$ cat config.mk
export PLATFORM = sky130hd
export DESIGN_NAME = mmio_seg_led_out
export DESIGN_NICKNAME = d
export VERILOG_FILES = /design/src/rtl/mmio_pkg.sv /design/src/rtl/hex7_decode.sv /design/src/rtl/mmio_seg_led_out.sv
export SDC_FILE = /design/constraint.sdc
export NUM_CORES = 1
export LEC_CHECK = 0
export BUFFER_PORTS_ARGS = -buffer_cell sky130_fd_sc_hd__clkbuf_2
export CORE_MARGIN = 5
export CORE_UTILIZATION = 37
export CTS_CLUSTER_DIAMETER = 100
export DETAILED_ROUTE_END_ITERATION = 16
export MAX_ROUTING_LAYER = met4
export PLACE_DENSITY_LB_ADDON = 0.2
export REMOVE_ABC_BUFFERS = 1
export SYNTH_ARGS = -nofsm -noshare
export SYNTH_HDL_FRONTEND = slang
export SYNTH_HIERARCHICAL = 1
export SYNTH_SLANG_ARGS = --single-unit
$ cat constraint.sdc
create_clock -name clk -period 4.14 [get_ports clk]
set_clock_uncertainty 0.2 [all_clocks]
set_input_delay 0.207 -clock clk [delete_from_list [all_inputs] [get_ports clk]]
set_output_delay 0.207 -clock clk [all_outputs]
set_load 0.01 [all_outputs]
$ cat src/rtl/mmio_pkg.sv
// Shared MMIO constants for the seven-segment/LED output block: register offsets,
// CTRL reset value, hex7 segment table and the CTRL register layout.
package mmio_pkg;

  localparam logic [3:0] SEG_LED_OFF  = 4'h0;
  localparam logic [3:0] SEG_DIG_OFF  = 4'h4;
  localparam logic [3:0] SEG_CTRL_OFF = 4'h8;

  localparam logic [31:0] CTRL_RESET = 32'h0000_00FF;

  localparam int unsigned DIG_IDX_W = 3;
  localparam int unsigned CTRL_W    = 16;

  // Active-high segments in gfedcba order
  localparam logic [6:0] HEX7_0 = 7'h3F;
  localparam logic [6:0] HEX7_1 = 7'h06;
  localparam logic [6:0] HEX7_2 = 7'h5B;
  localparam logic [6:0] HEX7_3 = 7'h4F;
  localparam logic [6:0] HEX7_4 = 7'h66;
  localparam logic [6:0] HEX7_5 = 7'h6D;
  localparam logic [6:0] HEX7_6 = 7'h7D;
  localparam logic [6:0] HEX7_7 = 7'h07;
  localparam logic [6:0] HEX7_8 = 7'h7F;
  localparam logic [6:0] HEX7_9 = 7'h6F;
  localparam logic [6:0] HEX7_A = 7'h77;
  localparam logic [6:0] HEX7_B = 7'h7C;
  localparam logic [6:0] HEX7_C = 7'h39;
  localparam logic [6:0] HEX7_D = 7'h5E;
  localparam logic [6:0] HEX7_E = 7'h79;
  localparam logic [6:0] HEX7_F = 7'h71;

  localparam logic [15:0][6:0] HEX7_TABLE = {
    HEX7_F, HEX7_E, HEX7_D, HEX7_C, HEX7_B, HEX7_A, HEX7_9, HEX7_8,
    HEX7_7, HEX7_6, HEX7_5, HEX7_4, HEX7_3, HEX7_2, HEX7_1, HEX7_0
  };

  typedef struct packed {
    logic [7:0] dp;  // decimal point per digit
    logic [7:0] en;  // digit enable per digit
  } ctrl_t;

endpackage

$ cat src/rtl/hex7_decode.sv
// Combinational hex nibble to active-high gfedcba seven-segment pattern.
module hex7_decode
  import mmio_pkg::*;
(
  input  logic [3:0] nibble,
  output logic [6:0] seg_c
);

  always_comb begin
    seg_c = HEX7_TABLE[nibble];
  end

endmodule

$ cat src/rtl/mmio_seg_led_out.sv
// MMIO output peripheral: LED register plus 8-digit multiplexed seven-segment display.
// Optional registered readback on rdata when MMIO_READBACK_EN is defined.
module mmio_seg_led_out
  import mmio_pkg::*;
#(
  parameter int unsigned SCAN_DIV = 100000,
  parameter int unsigned LED_W    = 24
) (
  input  logic             clk,
  input  logic             rst_n,
  input  logic             we,
  input  logic [3:0]       addr,
  input  logic [31:0]      wdata,
  output logic [31:0]      rdata,
  output logic [LED_W-1:0] led,
  output logic [7:0]       seg_n,
  output logic [7:0]       an_n
);

  localparam int unsigned CNT_W = (SCAN_DIV > 1) ? $clog2(SCAN_DIV) : 1;

  logic [CNT_W-1:0]     scan_cnt;
  logic [DIG_IDX_W-1:0] dig_idx;
  logic [31:0]          digits_reg;
  ctrl_t                ctrl_reg;

  logic                 scan_wrap_c;
  logic [3:0]           nibble_c;
  logic [6:0]           hex_seg_c;
  logic [7:0]           seg_nxt_c;
  logic [7:0]           an_nxt_c;

  // Register file; led is the LED register itself
  always_ff @(posedge clk or negedge rst_n) begin
    if (!rst_n) begin
      led        <= '0;
      digits_reg <= '0;
      ctrl_reg   <= ctrl_t'(CTRL_RESET[CTRL_W-1:0]);
    end else if (we) begin
      case (addr)
        SEG_LED_OFF:  led        <= wdata[LED_W-1:0];
        SEG_DIG_OFF:  digits_reg <= wdata;
        SEG_CTRL_OFF: ctrl_reg   <= ctrl_t'(wdata[CTRL_W-1:0]);
        default: ;
      endcase
    end
  end

  // Free-running slot timer and digit index
  always_comb begin
    scan_wrap_c = (scan_cnt == CNT_W'(SCAN_DIV - 1));
  end

  always_ff @(posedge clk or negedge rst_n) begin
    if (!rst_n) begin
      scan_cnt <= '0;
      dig_idx  <= '0;
    end else if (scan_wrap_c) begin
      scan_cnt <= '0;
      dig_idx  <= dig_idx + DIG_IDX_W'(1);
    end else begin
      scan_cnt <= scan_cnt + CNT_W'(1);
    end
  end

  always_comb begin
    nibble_c = digits_reg[{dig_idx, 2'b00} +: 4];
  end

  hex7_decode u_hex7 (
    .nibble (nibble_c),
    .seg_c  (hex_seg_c)
  );

  // Next display drive: blank unless the current digit is enabled
  always_comb begin
    seg_nxt_c = 8'hFF;
    an_nxt_c  = 8'hFF;
    if (ctrl_reg.en[dig_idx]) begin
      an_nxt_c  = ~(8'h01 << dig_idx);
      seg_nxt_c = {~ctrl_reg.dp[dig_idx], ~hex_seg_c};
    end
  end

  always_ff @(posedge clk or negedge rst_n) begin
    if (!rst_n) begin
      seg_n <= 8'hFF;
      an_n  <= 8'hFF;
    end else begin
      seg_n <= seg_nxt_c;
      an_n  <= an_nxt_c;
    end
  end

`ifdef MMIO_READBACK_EN
  // Read returns pre-write contents when a write hits the same register
  always_ff @(posedge clk or negedge rst_n) begin
    if (!rst_n) begin
      rdata <= '0;
    end else begin
      case (addr)
        SEG_LED_OFF:  rdata <= 32'(led);
        SEG_DIG_OFF:  rdata <= digits_reg;
        SEG_CTRL_OFF: rdata <= 32'(ctrl_reg);
        default:      rdata <= '0;
      endcase
    end
  end
`else
  assign rdata = '0;
`endif

endmodule

After elaboration in Yosys (flattened, before gate mapping)
Memories as Yosys holds them, arrays and structs flattened.
Cells that the tools add are included.
{"block": "classes", "addsub": 2, "mux": 8, "n_bitwise": 3, "n_eq_ne": 3, "shifts": 2, "n_lt_le_gt_ge": 2, "n_reduce_logical": 4}
{"op": "variable part select 32 x 6 -> 4 bit", "count": 1}
{"op": "adder 17 x 1 -> 17 bit, second input constant", "count": 1}
{"op": "== test 17 bit, second input constant", "count": 1}
{"op": "two-way mux 17 bit", "count": 1}
{"op": "two-way mux 8 bit", "count": 2}
{"op": "inverter 8 bit", "count": 1}
{"op": "left shift 1 x 3 -> 8 bit, first input constant", "count": 1}
{"op": "two-way mux 7 bit", "count": 1}
{"op": "inverter 7 bit", "count": 1}
{"op": "binary-select mux 1 bit (select 3 bit)", "count": 2}
{"op": "AND reduction 2 bit", "count": 3}
{"op": "< comparator 4 x 5 -> 1 bit, second input constant", "count": 1}
{"op": "== test 4 x 3 -> 1 bit, second input constant", "count": 1}
{"op": "== test 4 bit, second input constant", "count": 1}
{"op": "logical NOT 4 bit", "count": 1}
{"op": "< comparator 3 x 4 -> 1 bit, second input constant", "count": 1}
{"op": "adder 3 x 1 -> 3 bit, second input constant", "count": 1}
{"op": "two-way mux 1 bit", "count": 2}
{"op": "inverter 1 bit", "count": 1}
{"block": "totals", "output_inout_bits": 72, "mem_count": 1, "regBits": 108, "mem_bits_ro": 112}
{"memory": "(name not given)", "depth": 16, "word_bits": 7, "read_ports": 1, "rd_ports_with_merged_regs": 0, "wr": 0, "line_no": "hex7_decode.sv:10", "source": "seg_c = HEX7_TABLE[nibble];"}

Depth between registers and ports, before layout
{"block": "logic_depth", "word_depth": 5, "mapped_depth": 9, "mapped_depth_nobuf": 8}

Hierarchy
The synthesis kept the hierarchy.
{"mod": "mmio_seg_led_out", "seq_area_each_um2": 2732.6, "area_per_inst_um2": 4790.8, "cells_per_inst": 345, "instances": 1}
{"mod": "hex7_decode", "seq_area_each_um2": 0.0, "area_per_inst_um2": 290.3, "cells_per_inst": 33, "instances": 1}

Worst setup path before layout
OpenSTA, ideal clock, no wires.
{"block": "synth_path", "kind": "register to register", "start": "register dig_idx[0]", "end": "register seg_n[3]", "setup_ns": 0.061, "path_stages_with_launch": 10, "period_less_slack_ns": 2.630, "required_ns": 3.879, "n_path_buf": 1, "t_arrival_ns": 2.370, "setup_slack_ns": 1.510, "path_cell_list": "dfrtp_1 buf_2 mux4_2 nand2_1 nand2_1 inv_1 ha_1 inv_1 mux4_1 nand2_1"}
{"block": "synth_via", "elab_chain_cells": 5}
{"item": "start: declaration", "line_no": "mmio_seg_led_out.sv:23", "source": "logic [DIG_IDX_W-1:0] dig_idx;"}
{"item": "start signal: assignment", "line_no": "mmio_seg_led_out.sv:60", "source": "dig_idx <= dig_idx + DIG_IDX_W'(1);"}
{"item": "variable part select 32 x 6 -> 4 bit", "line_no": "mmio_seg_led_out.sv:67", "source": "nibble_c = digits_reg[{dig_idx, 2'b00} +: 4];"}
{"item": "named net nibble_c[1]", "line_no": "mmio_seg_led_out.sv:28", "source": "logic [3:0] nibble_c;"}
{"item": "memory read (16 x 7 bit)"}
{"item": "two-way mux 7 bit (implied by the code)", "line_no": "hex7_decode.sv:10"}
{"item": "named net hex_seg_c[3]", "line_no": "mmio_seg_led_out.sv:29", "source": "logic [6:0] hex_seg_c;"}
{"item": "inverter 7 bit", "line_no": "mmio_seg_led_out.sv:81", "source": "seg_nxt_c = {~ctrl_reg.dp[dig_idx], ~hex_seg_c};"}
{"item": "two-way mux 8 bit", "line_no": "mmio_seg_led_out.sv:79", "source": "if (ctrl_reg.en[dig_idx]) begin"}
{"item": "named net seg_nxt_c[3]", "line_no": "mmio_seg_led_out.sv:30", "source": "logic [7:0] seg_nxt_c;"}
{"item": "end signal: assignment", "line_no": "mmio_seg_led_out.sv:90", "source": "seg_n <= seg_nxt_c;"}
{"item": "end: declaration", "line_no": "mmio_seg_led_out.sv:16", "source": "output logic [7:0] seg_n,"}
The timed path passes the listed nets, and every way through them passes these cells. The select of a mux whose other input is x is not followed.
A chain may end at the register's enable or synchronous reset.

Worst setup path after layout
Ends and elaborated chain as after synthesis.

==> summary.txt <==
Run status
  – Status: finished, final reports clean

Yosys
  – Synth unique cells: 49
  – Ys Warns: 6
  – Synth area leader: dfrtp_1
  – Yosys reg bits: 108
  – Syn Area/Cell: 13.4 sq um
  – Synth top area share: 41.4%
  – Syn Inst Count: 378
  – Mapped Area: 5080 sq um
  – Synth top area cells: dfrtp_1 41%, mux2_2 16%, dfstp_2 12%, mux4_2 5.3%, buf_4 5.0%
  – Sequential share of the synthesized area: 53.8%

Clock network
  – Clock tree buffer depth: 2
  – Latest clock arrival within the worst-skew pair: 0.35 ns
  – H-tree depth: 3
  – CTS hold repair buffers: 33
  – Post-CTS Setup Inserts: 0
  – Clock Sinks: 108
  – CTS tree: built
  – Clock Pin Slew Worst Setup and Hold Paths: 0.07 ns
  – CTS root buf: clkbuf_16
  – Post-CTS Resized: 0
  – Inserted Clock Buffers: 9

Timing
  – RSZ-0062 raised after global routing: no
  – Slew @ Worst Pin: 1.17 ns
  – Max_slew headroom: 22.0%
  – Crit path time final: 2.98 ns
  – Final Max Slew Viols: 0
  – Setup Viol. Count Final: 0
  – Final Cycle Share: 71.9%
  – Fmax: ~340 MHz
  – Sum of negative setup slack: 0 ns
  – Final WS setup: 1.16 ns
  – Final hold viol count: 0
  – Worst hold slack: 0.216 ns

Setup path
  – Crit-path leading delay family: multiplexers
  – Required @ worst endpoint: ~4.2 ns
  – Critical-path cell list: mux4_2, nand2_1, nand2_1, inv_1, ha_1, inv_1, mux4_1, nand2_1
  – Cell mode on critical path: nand2_1
  – Critical path buffers and inverters: 2
  – Max stage delay cell, worst path: dfrtp_1
  – WP depth: 8
  – WP data arrival: 3.06 ns
  – FF-to-FF End: seg_n[3]$_DFF_PN1_
  – Critical Path Source Type: register
  – Crit. End Element: register
  – R2R Path Start: dig_idx[0]$_DFFE_PN0N_
  – CP peak stage delay: 0.88 ns
  – R2r setup slk: about 1.2 ns
  – R2R cell count: 8
  – Setup Crit Path Kind: reg -> reg
  – Crit path max fanout: 15

Routing
  – Final wirelength: 9930 microns
  – Drt via density: 4.63
  – DRT Pass-1 Iters: 4
  – Top routing layer used: met4
  – Post-detailed-route DRC marker count: 0
  – WL per Instance: 14.8 microns
  – Iteration-0 DRC Markers: between 80 and 90
  – DRT antenna net count: 0
  – Met2 wire len: roughly 4700 microns
  – Vias: 3104
  – Met3 wire len: 552 microns
  – M1 wire length: 4530 microns

Placement
  – Cell area after placement: about 5500 sq um
  – Gpl congestion: 0.746
  – Post-DP HPWL: 7040 microns
  – Buffers on Ports: 78
  – Pre-CTS setup slack: 1.13 ns

Min path
  – Min-delay src: addr[2]
  – Hold Path Depth: 3
  – Min-delay worst type: in -> reg
  – Hold path endpoint: led[5]$_DFFE_PN0P_

Cells and area
  – Fin area: 6120 sq um
  – Ant diodes: 0
  – P&R area growth vs syn: 20.4%
  – Max reg flops: 32
  – Final core utilization: a little under half
  – Final net count: 542
  – Share of cells above drive strength 1: 42.9%

Floorplan
  – IO Pins: 111
  – Starting Density: 38.1%
  – Core area: 13300 sq um
  – Die W: 127 microns
  – Die height: 127 microns
  – Row count: 42
  – Die area: 16200 sq um

GRT
  – Overall Global Routing Usage: 13.5%
  – Largest net degree at the start of global routing: 54
  – Antenna violations before repair: 0
  – Vias in the first global route: 3250
  – Grt ovf: 0
  – First-pass GRT wire length: approximately 17000 microns

Power
  – PwrDens: 447 nW/um^2
  – Worst vdd rail ir drop: roughly 290 uV
  – Lkg Pwr: 2.83 nW

Run
  – Max-cap violations: 0
## synth_stat cells, drive strengths merged
cell type and instances:
nand2b 1, mux2i 2, or2b 1, a211oi 1, and3 2, nor4 2
dfrtp 84, a21oi 6, conb 1, nand4 3, and2 2, or3 1
o21ai 2, dfstp 24, a31o 3, nand2 38, nor3 6, mux4 13
nor2b 1, and4 2, or4b 2, xnor2 7, nand4b 1, xor2 6
or2 1, buf 44, nand3b 1, or3b 1, mux2 75, inv 12
o31a 1, nand3 4, ha 14, and2b 1, clkbuf 1, nor2 11
o32a 1
## routing by layer
layer  global-route usage [%]  vias up
met2                     21.0       90
met5                        -        -
met3                     3.51       12
li1                         -     1473
met4                     4.92        0
met1                     17.2     1529
## cells by family after synthesis
| family | after synthesis | synth area share, % |
|---|---|---|
| fa+ha+maj | 14 | 3.45 |
| mux | 90 | 22.9 |
| flops | 108 | 53.8 |
| other cells | 1 | 0.0738 |
| compound gates | 14 | 1.90 |
| xor+xnor | 13 | 2.24 |
| simple gates | 81 | 8.30 |
| buf+inv | 57 | 7.34 |
## stage by stage
stage                     power (mW)  cells
after floorplan                 1.71    364
after global placement          1.90    621
after detailed placement        1.92    621
after CTS                       2.78    670
after global routing            2.91    670
final                           2.74    670
## worst max-delay path by stage
stage | startpoint | to
2_1_floorplan | dig_idx[0]$_DFFE_PN0N_ | seg_n[3]$_DFF_PN1_
3_3_place_gp | dig_idx[0]$_DFFE_PN0N_ | seg_n[3]$_DFF_PN1_
3_5_place_dp | dig_idx[0]$_DFFE_PN0N_ | seg_n[3]$_DFF_PN1_
4_1_cts | dig_idx[0]$_DFFE_PN0N_ | seg_n[3]$_DFF_PN1_
5_1_grt | dig_idx[0]$_DFFE_PN0N_ | seg_n[3]$_DFF_PN1_
6_report | dig_idx[0]$_DFFE_PN0N_ | seg_n[3]$_DFF_PN1_
## power breakdown
part           total, mW  switching, mW  internal (mW)
clock network      0.823          0.393          0.430
logic              0.552          0.251          0.301
registers           1.36         0.0897           1.27
## tightest hold or removal path, stage by stage
cell and delay (ns):
clkbuf_2 0.12, nor3_4 0.15, mux2_1 0.24
## layout by cell type (no fill, tap or decap), types with 4 or more instances in the layout
cell,count
dfrtp_1,84
clkbuf_2,77
mux2_2,71
nand2_1,37
dlygate4sd3_1,33
conb_1,32
dfstp_2,24
ha_1,14
inv_1,12
mux4_2,12
nor2_1,11
clkbuf_16,9
xnor2_1,7
xor2_1,6
a21oi_1,6
nor3_1,5
nand3_1,4
buf_4,4
## layout make-up
| type | instances | area, sq um |
|---|---|---|
| clock buffer | 12 | 246 |
| clock inverter | 4 | 31.3 |
| fill | 1243 | 7230 |
| inverter | 12 | 45.0 |
| multi-input combinational | 244 | 2100 |
| sequential | 108 | 2730 |
| tap | 176 | 220 |
| timing repair buffer | 114 | 746 |
Power figures use the tool's default switching activity.
